===== src/rtl/scd_frame_serializer.sv =====
// Serial column driver frame serializer: captures an L-bit frame, shifts it out
// over scd_sdclk/scd_data to NUM_CH cascaded driver chips, then strobes scd_load_n.
//
// state    | meaning
// ---------+----------------------------------------------------------
// ST_RST   | scd_rst_n held low for RST_W cycles, pending blank cleared
// ST_IDLE  | frame_ready high, waiting for a frame or a blank request
// ST_SHIFT | shifting L bits, CLK_DIV cycles per scd_sdclk half-period
// ST_LOAD  | scd_load_n held low for LOAD_W cycles, then frame_done
module scd_frame_serializer #(
    parameter int FRAME_W   = 25,
    parameter int NUM_CH    = 2,
    parameter int CLK_DIV   = 2,
    parameter int LOAD_W    = 2,
    parameter int RST_W     = 4,
    parameter int MSB_FIRST = 1
) (
    input  logic                        cph1,
    input  logic                        pon,
    input  logic                        frame_valid,
    output logic                        frame_ready,
    input  logic [FRAME_W*NUM_CH-1:0]   frame_data,
    input  logic                        blank_req,
    output logic                        busy,
    output logic                        frame_done,
    output logic                        scd_sdclk,
    output logic                        scd_data,
    output logic                        scd_load_n,
    output logic                        scd_rst_n
);

    localparam int L    = FRAME_W * NUM_CH;
    localparam int BW   = $clog2(L + 1);
    localparam int TM0  = (CLK_DIV > LOAD_W) ? CLK_DIV : LOAD_W;
    localparam int TMAX = (TM0 > RST_W) ? TM0 : RST_W;
    localparam int TW   = (TMAX > 1) ? $clog2(TMAX) : 1;

    localparam logic [TW-1:0] DIV_RELOAD  = TW'(CLK_DIV - 1);
    localparam logic [TW-1:0] LOAD_RELOAD = TW'(LOAD_W - 1);
    localparam logic [TW-1:0] RST_RELOAD  = TW'(RST_W - 1);
    localparam logic [BW-1:0] BIT_LOAD    = BW'(L);

    typedef enum logic [1:0] {
        ST_RST   = 2'd0,
        ST_IDLE  = 2'd1,
        ST_SHIFT = 2'd2,
        ST_LOAD  = 2'd3
    } state_t;

    state_t          state;
    logic [TW-1:0]   timer;
    logic [BW-1:0]   bit_cnt;
    logic [L-1:0]    shreg;
    logic            sclk_hi;
    logic            blank_pend;

    always_ff @(posedge cph1) begin
        if (pon) begin
            state       <= ST_RST;
            timer       <= RST_RELOAD;
            bit_cnt     <= '0;
            shreg       <= '0;
            sclk_hi     <= 1'b0;
            blank_pend  <= 1'b0;
            frame_ready <= 1'b0;
            busy        <= 1'b1;
            frame_done  <= 1'b0;
            scd_sdclk   <= 1'b0;
            scd_data    <= 1'b0;
            scd_load_n  <= 1'b1;
            scd_rst_n   <= 1'b0;
        end else begin
            frame_done <= 1'b0;
            case (state)
                ST_RST: begin
                    blank_pend <= 1'b0;
                    if (timer != '0) begin
                        timer <= timer - TW'(1);
                    end else begin
                        scd_rst_n <= 1'b1;
                        busy      <= 1'b0;
                        state     <= ST_IDLE;
                    end
                end

                ST_IDLE: begin
                    if (blank_req || blank_pend) begin
                        // Blank wins over a simultaneous frame offer.
                        state       <= ST_RST;
                        timer       <= RST_RELOAD;
                        scd_rst_n   <= 1'b0;
                        frame_ready <= 1'b0;
                        busy        <= 1'b1;
                        blank_pend  <= 1'b0;
                    end else if (frame_valid && frame_ready) begin
                        // Start as if a high phase just ended so the first
                        // bit is presented with a full low phase of setup.
                        shreg       <= frame_data;
                        bit_cnt     <= BIT_LOAD;
                        sclk_hi     <= 1'b1;
                        timer       <= '0;
                        frame_ready <= 1'b0;
                        busy        <= 1'b1;
                        state       <= ST_SHIFT;
                    end else begin
                        frame_ready <= 1'b1;
                    end
                end

                ST_SHIFT: begin
                    if (blank_req) begin
                        blank_pend <= 1'b1;
                    end
                    if (timer != '0) begin
                        timer <= timer - TW'(1);
                    end else if (sclk_hi) begin
                        scd_sdclk <= 1'b0;
                        sclk_hi   <= 1'b0;
                        if (bit_cnt == '0) begin
                            scd_data   <= 1'b0;
                            scd_load_n <= 1'b0;
                            timer      <= LOAD_RELOAD;
                            state      <= ST_LOAD;
                        end else begin
                            if (MSB_FIRST != 0) begin
                                scd_data <= shreg[L-1];
                                shreg    <= shreg << 1;
                            end else begin
                                scd_data <= shreg[0];
                                shreg    <= shreg >> 1;
                            end
                            bit_cnt <= bit_cnt - BW'(1);
                            timer   <= DIV_RELOAD;
                        end
                    end else begin
                        scd_sdclk <= 1'b1;
                        sclk_hi   <= 1'b1;
                        timer     <= DIV_RELOAD;
                    end
                end

                ST_LOAD: begin
                    if (blank_req) begin
                        blank_pend <= 1'b1;
                    end
                    if (timer != '0) begin
                        timer <= timer - TW'(1);
                    end else begin
                        scd_load_n  <= 1'b1;
                        frame_done  <= 1'b1;
                        busy        <= 1'b0;
                        frame_ready <= !(blank_req || blank_pend);
                        state       <= ST_IDLE;
                    end
                end

                default: begin
                    state <= ST_RST;
                    timer <= RST_RELOAD;
                end
            endcase
        end
    end

endmodule


===== config.mk =====
export PLATFORM = sky130hd
export DESIGN_NAME = scd_frame_serializer
export DESIGN_NICKNAME = d
export VERILOG_FILES = /design/src/rtl/scd_frame_serializer.sv
export SDC_FILE = /design/constraint.sdc
export NUM_CORES = 1
export LEC_CHECK = 0
export BUFFER_PORTS_ARGS = -buffer_cell sky130_fd_sc_hd__clkbuf_2
export CORE_MARGIN = 2
export CORE_UTILIZATION = 61
export DETAILED_ROUTE_END_ITERATION = 8
export PLACE_DENSITY = 0.95
export SETUP_SLACK_MARGIN = 0.15
export SYNTH_ARGS = -nofsm -noshare
export SYNTH_HDL_FRONTEND = slang
export SYNTH_SLANG_ARGS = --single-unit
export TNS_END_PERCENT = 1

===== constraint.sdc =====
create_clock -name cph1 -period 5.5 [get_ports cph1]
set_input_delay 0.55 -clock cph1 [delete_from_list [all_inputs] [get_ports cph1]]
set_output_delay 0.55 -clock cph1 [all_outputs]
set_load 0.01 [all_outputs]

==> results by group <==
Placed design
  • Placed instance count: 468
  • GPL Wtd Cong: 0.912
  • Placed cell areas: 3930 um2
  • Post-DP HPWL: 4870 um
  • IO buf count: 60

Yosys
  • Syn Area/Cell: 10.1 um2
  • Synth warnings: 0
  • Commonest cells in the synthesized netlist: dfxtp_1, a21oi_1, mux2i_1
  • Most common cell in the synthesized netlist: dfxtp_1
  • #FFs+latches synth: 69
  • FFs w/ async S/R, synth: 0%
  • Post-Synthesis Cell Area: 3660 um2
  • Top-area cell type share of the netlist area: 37.7%
  • Post-Synthesis Cells: 363
  • Synthesized Nets: 426
  • EDFF count, synth: 0
  • Top_reg_cell synth: dfxtp_1
  • Yosys top cell by area: dfxtp_1
  • Count of different cell masters after synthesis: 44
  • Synth top area cells: dfxtp_1, a211oi_2, mux2i_1
  • Register area share after synthesis: 37.7%

STA
  • Worst Tran Pin Value: 1040 ps
  • Relative slew slack: 30.9%
  • Final setup vio count: 0
  • Tcrit/Tclk final: 55.0%
  • Max Fclk: 331 MHz
  • Fin. Hold Viols: 0
  • Setup TNS: 0 ps
  • Slew Viols, Final: 0
  • Tmin final: 3030 ps
  • Clock Skew: 12.7 ps
  • RSZ-0062 raised after global routing: false

Clock network
  • Post-CTS Repair Setup Buffers: 0
  • Clk sinks: 69
  • Root buf cell: clkbuf_8
  • # resized after CTS: 0
  • H-tree levels: 3
  • Num CTS Buffers: 9
  • Reg clk slew, reported paths: 70 ps
  • Max Buffers Root-to-Sink: 2
  • Clock Latency Late Sink: 340 ps
  • CTS tree: built
  • Hold-fix buffers, CTS: 0

Floorplanning
  • Initial core utilization: 62.6%
  • DIE AREA: 6640 um2
  • Core Area: 5850 um2
  • Io pins: 61
  • Row count: 28
  • Die height: 81.5 um
  • Die width: 81.5 um

Route
  • DR iter-0 viols: 351
  • Wirelength, routed: 8050 um
  • Vias per cell: 6.19
  • Via Count: 2994
  • Avg WL per Cell: 16.6 um
  • Drt pass-1 iters: 6
  • Final ANT Viol Nets: 0
  • DR DRC count: 0

Finish
  • Core Util, Final: 70.7%
  • Final Net Count: 467
  • Layout cells sized above 1: 33.0%
  • Finished Layout Cells: 484
  • Fin area: 4140 um2
  • Reg area: 1380 um2
  • Diode count: 0
  • Fillers: 428
  • Area of the multi-input gates: 2070 um2
  • Area Overhead vs Synth: 12.9%

Flow run
  • Max Cap Viol: 0

Worst setup path
  • Worst-path fanout max: 64
  • Critical path required time: 5680 ps
  • Worst setup path category: reg -> reg
  • Startpoint class of the critical path: register
  • CP Capture Type: register
  • WP data arrival: 3200 ps

Global route
  • Pin count of the biggest net entering global routing: 68
  • Initial antenna violation count: 0
  • First-pass GRT wire length: 12900 um
  • Tot GR Track Use: 25.0%
  • Vias in the first global route: 2739
  • Remaining global-route overflow: 0

Pwr
  • PwrDens: 561 nW/um2
  • Worst vdd ir: 0.302 mV
  • LEAKAGE: 1.47 nW

Outcome
  • Status: finished clean

Min path
  • Class of the worst hold path: reg -> reg
## critical path, stage by stage, from the launching register on
cell and delay (ps):
dfxtp_1 350, inv_1 140, ha_4 820, mux2_2 350, and2_2 440, buf_4 550
a311oi_2 180
## final cells by class
class                           count  area share (%)
Clock inverter                      6            1.75
Tap cell                           75            2.27
Timing Repair Buffer               63            7.86
Inverter                           15            1.36
Sequential cell                    69            33.4
Clock buffer                       10            3.33
Multi-Input combinational cell    246            50.0
## logic make-up after synthesis
kind of cell / after synthesis / synth area share (%)
adder cells (fa/ha/maj): 9 / 3.07
multiplexers: 51 / 14.0
AND/OR/NAND/NOR: 41 / 5.77
buffers and inverters: 48 / 6.15
flip-flops: 69 / 37.7
AO/OA/AOI/OAI: 145 / 33.3
## path summary, 6_finish.rpt
check / slack (ps) / start / depth (start not counted) / endpoint
setup / recovery: 2470 / state[0]$_SDFFE_PP0P_ / 6 / bit_cnt[2]$_SDFFE_PP0P_
setup reg to reg: 2470 / state[0]$_SDFFE_PP0P_ / 6 / bit_cnt[2]$_SDFFE_PP0P_
hold / removal: 480 / scd_data$_SDFFE_PP0P_ / 2 / scd_data$_SDFFE_PP0P_
hold reg to reg: 480 / scd_data$_SDFFE_PP0P_ / 2 / scd_data$_SDFFE_PP0P_
## cell usage in the layout (no fill, tap or decap), types with 3 or more instances in the layout
cell type	Yosys	routed
nand4_1	3	3
a31oi_1	3	3
o21ai_0	4	4
dfxtp_1	69	69
a211oi_2	49	49
nand3_1	5	5
mux2i_1	50	50
clkbuf_8	0	10
nor3_1	3	3
clkbuf_2	0	59
clkinv_4	0	4
inv_1	15	15
buf_4	5	4
nor2_1	10	10
ha_1	9	8
o31ai_1	4	4
nand2_1	10	10
a21oi_1	60	60
o211ai_1	5	5
## per-stage QoR
| step | hold WS [ps] | total power [mW] | worst slack, ps |
|---|---|---|---|
| finish | 482 | 2.32 | 2470 |
| CTS | 486 | 2.32 | 2470 |
| global placement | 461 | 1.84 | 2570 |
| detailed placement | 466 | 1.88 | 2510 |
| floorplan | 448 | 1.71 | 3580 |
| global route | 496 | 2.47 | 2280 |
## metal layers
metal  track usage, %  part of all wire, %  vias to the layer above
met5                0                    0                        -
met4             10.5                  1.3                        0
met3             4.18                  4.9                       14
met2             42.3                   51                       95
met1             31.6                   43                     1420
li1                 -                    -                     1465
## registers in the layout, indices dropped and copies added, names as in the netlist
signal       flops
busy             1
shreg           50
frame_ready      1
scd_sdclk        1
frame_done       1
scd_rst_n        1
scd_data         1
scd_load_n       1
state            2
blank_pend       1
bit_cnt          6
sclk_hi          1
timer            2
## where the power goes
part	internal, mW	switching, mW
clock network	0.225	0.197
logic	0.453	0.703
registers	0.648	0.0960
(Power assumes the default switching activity.)
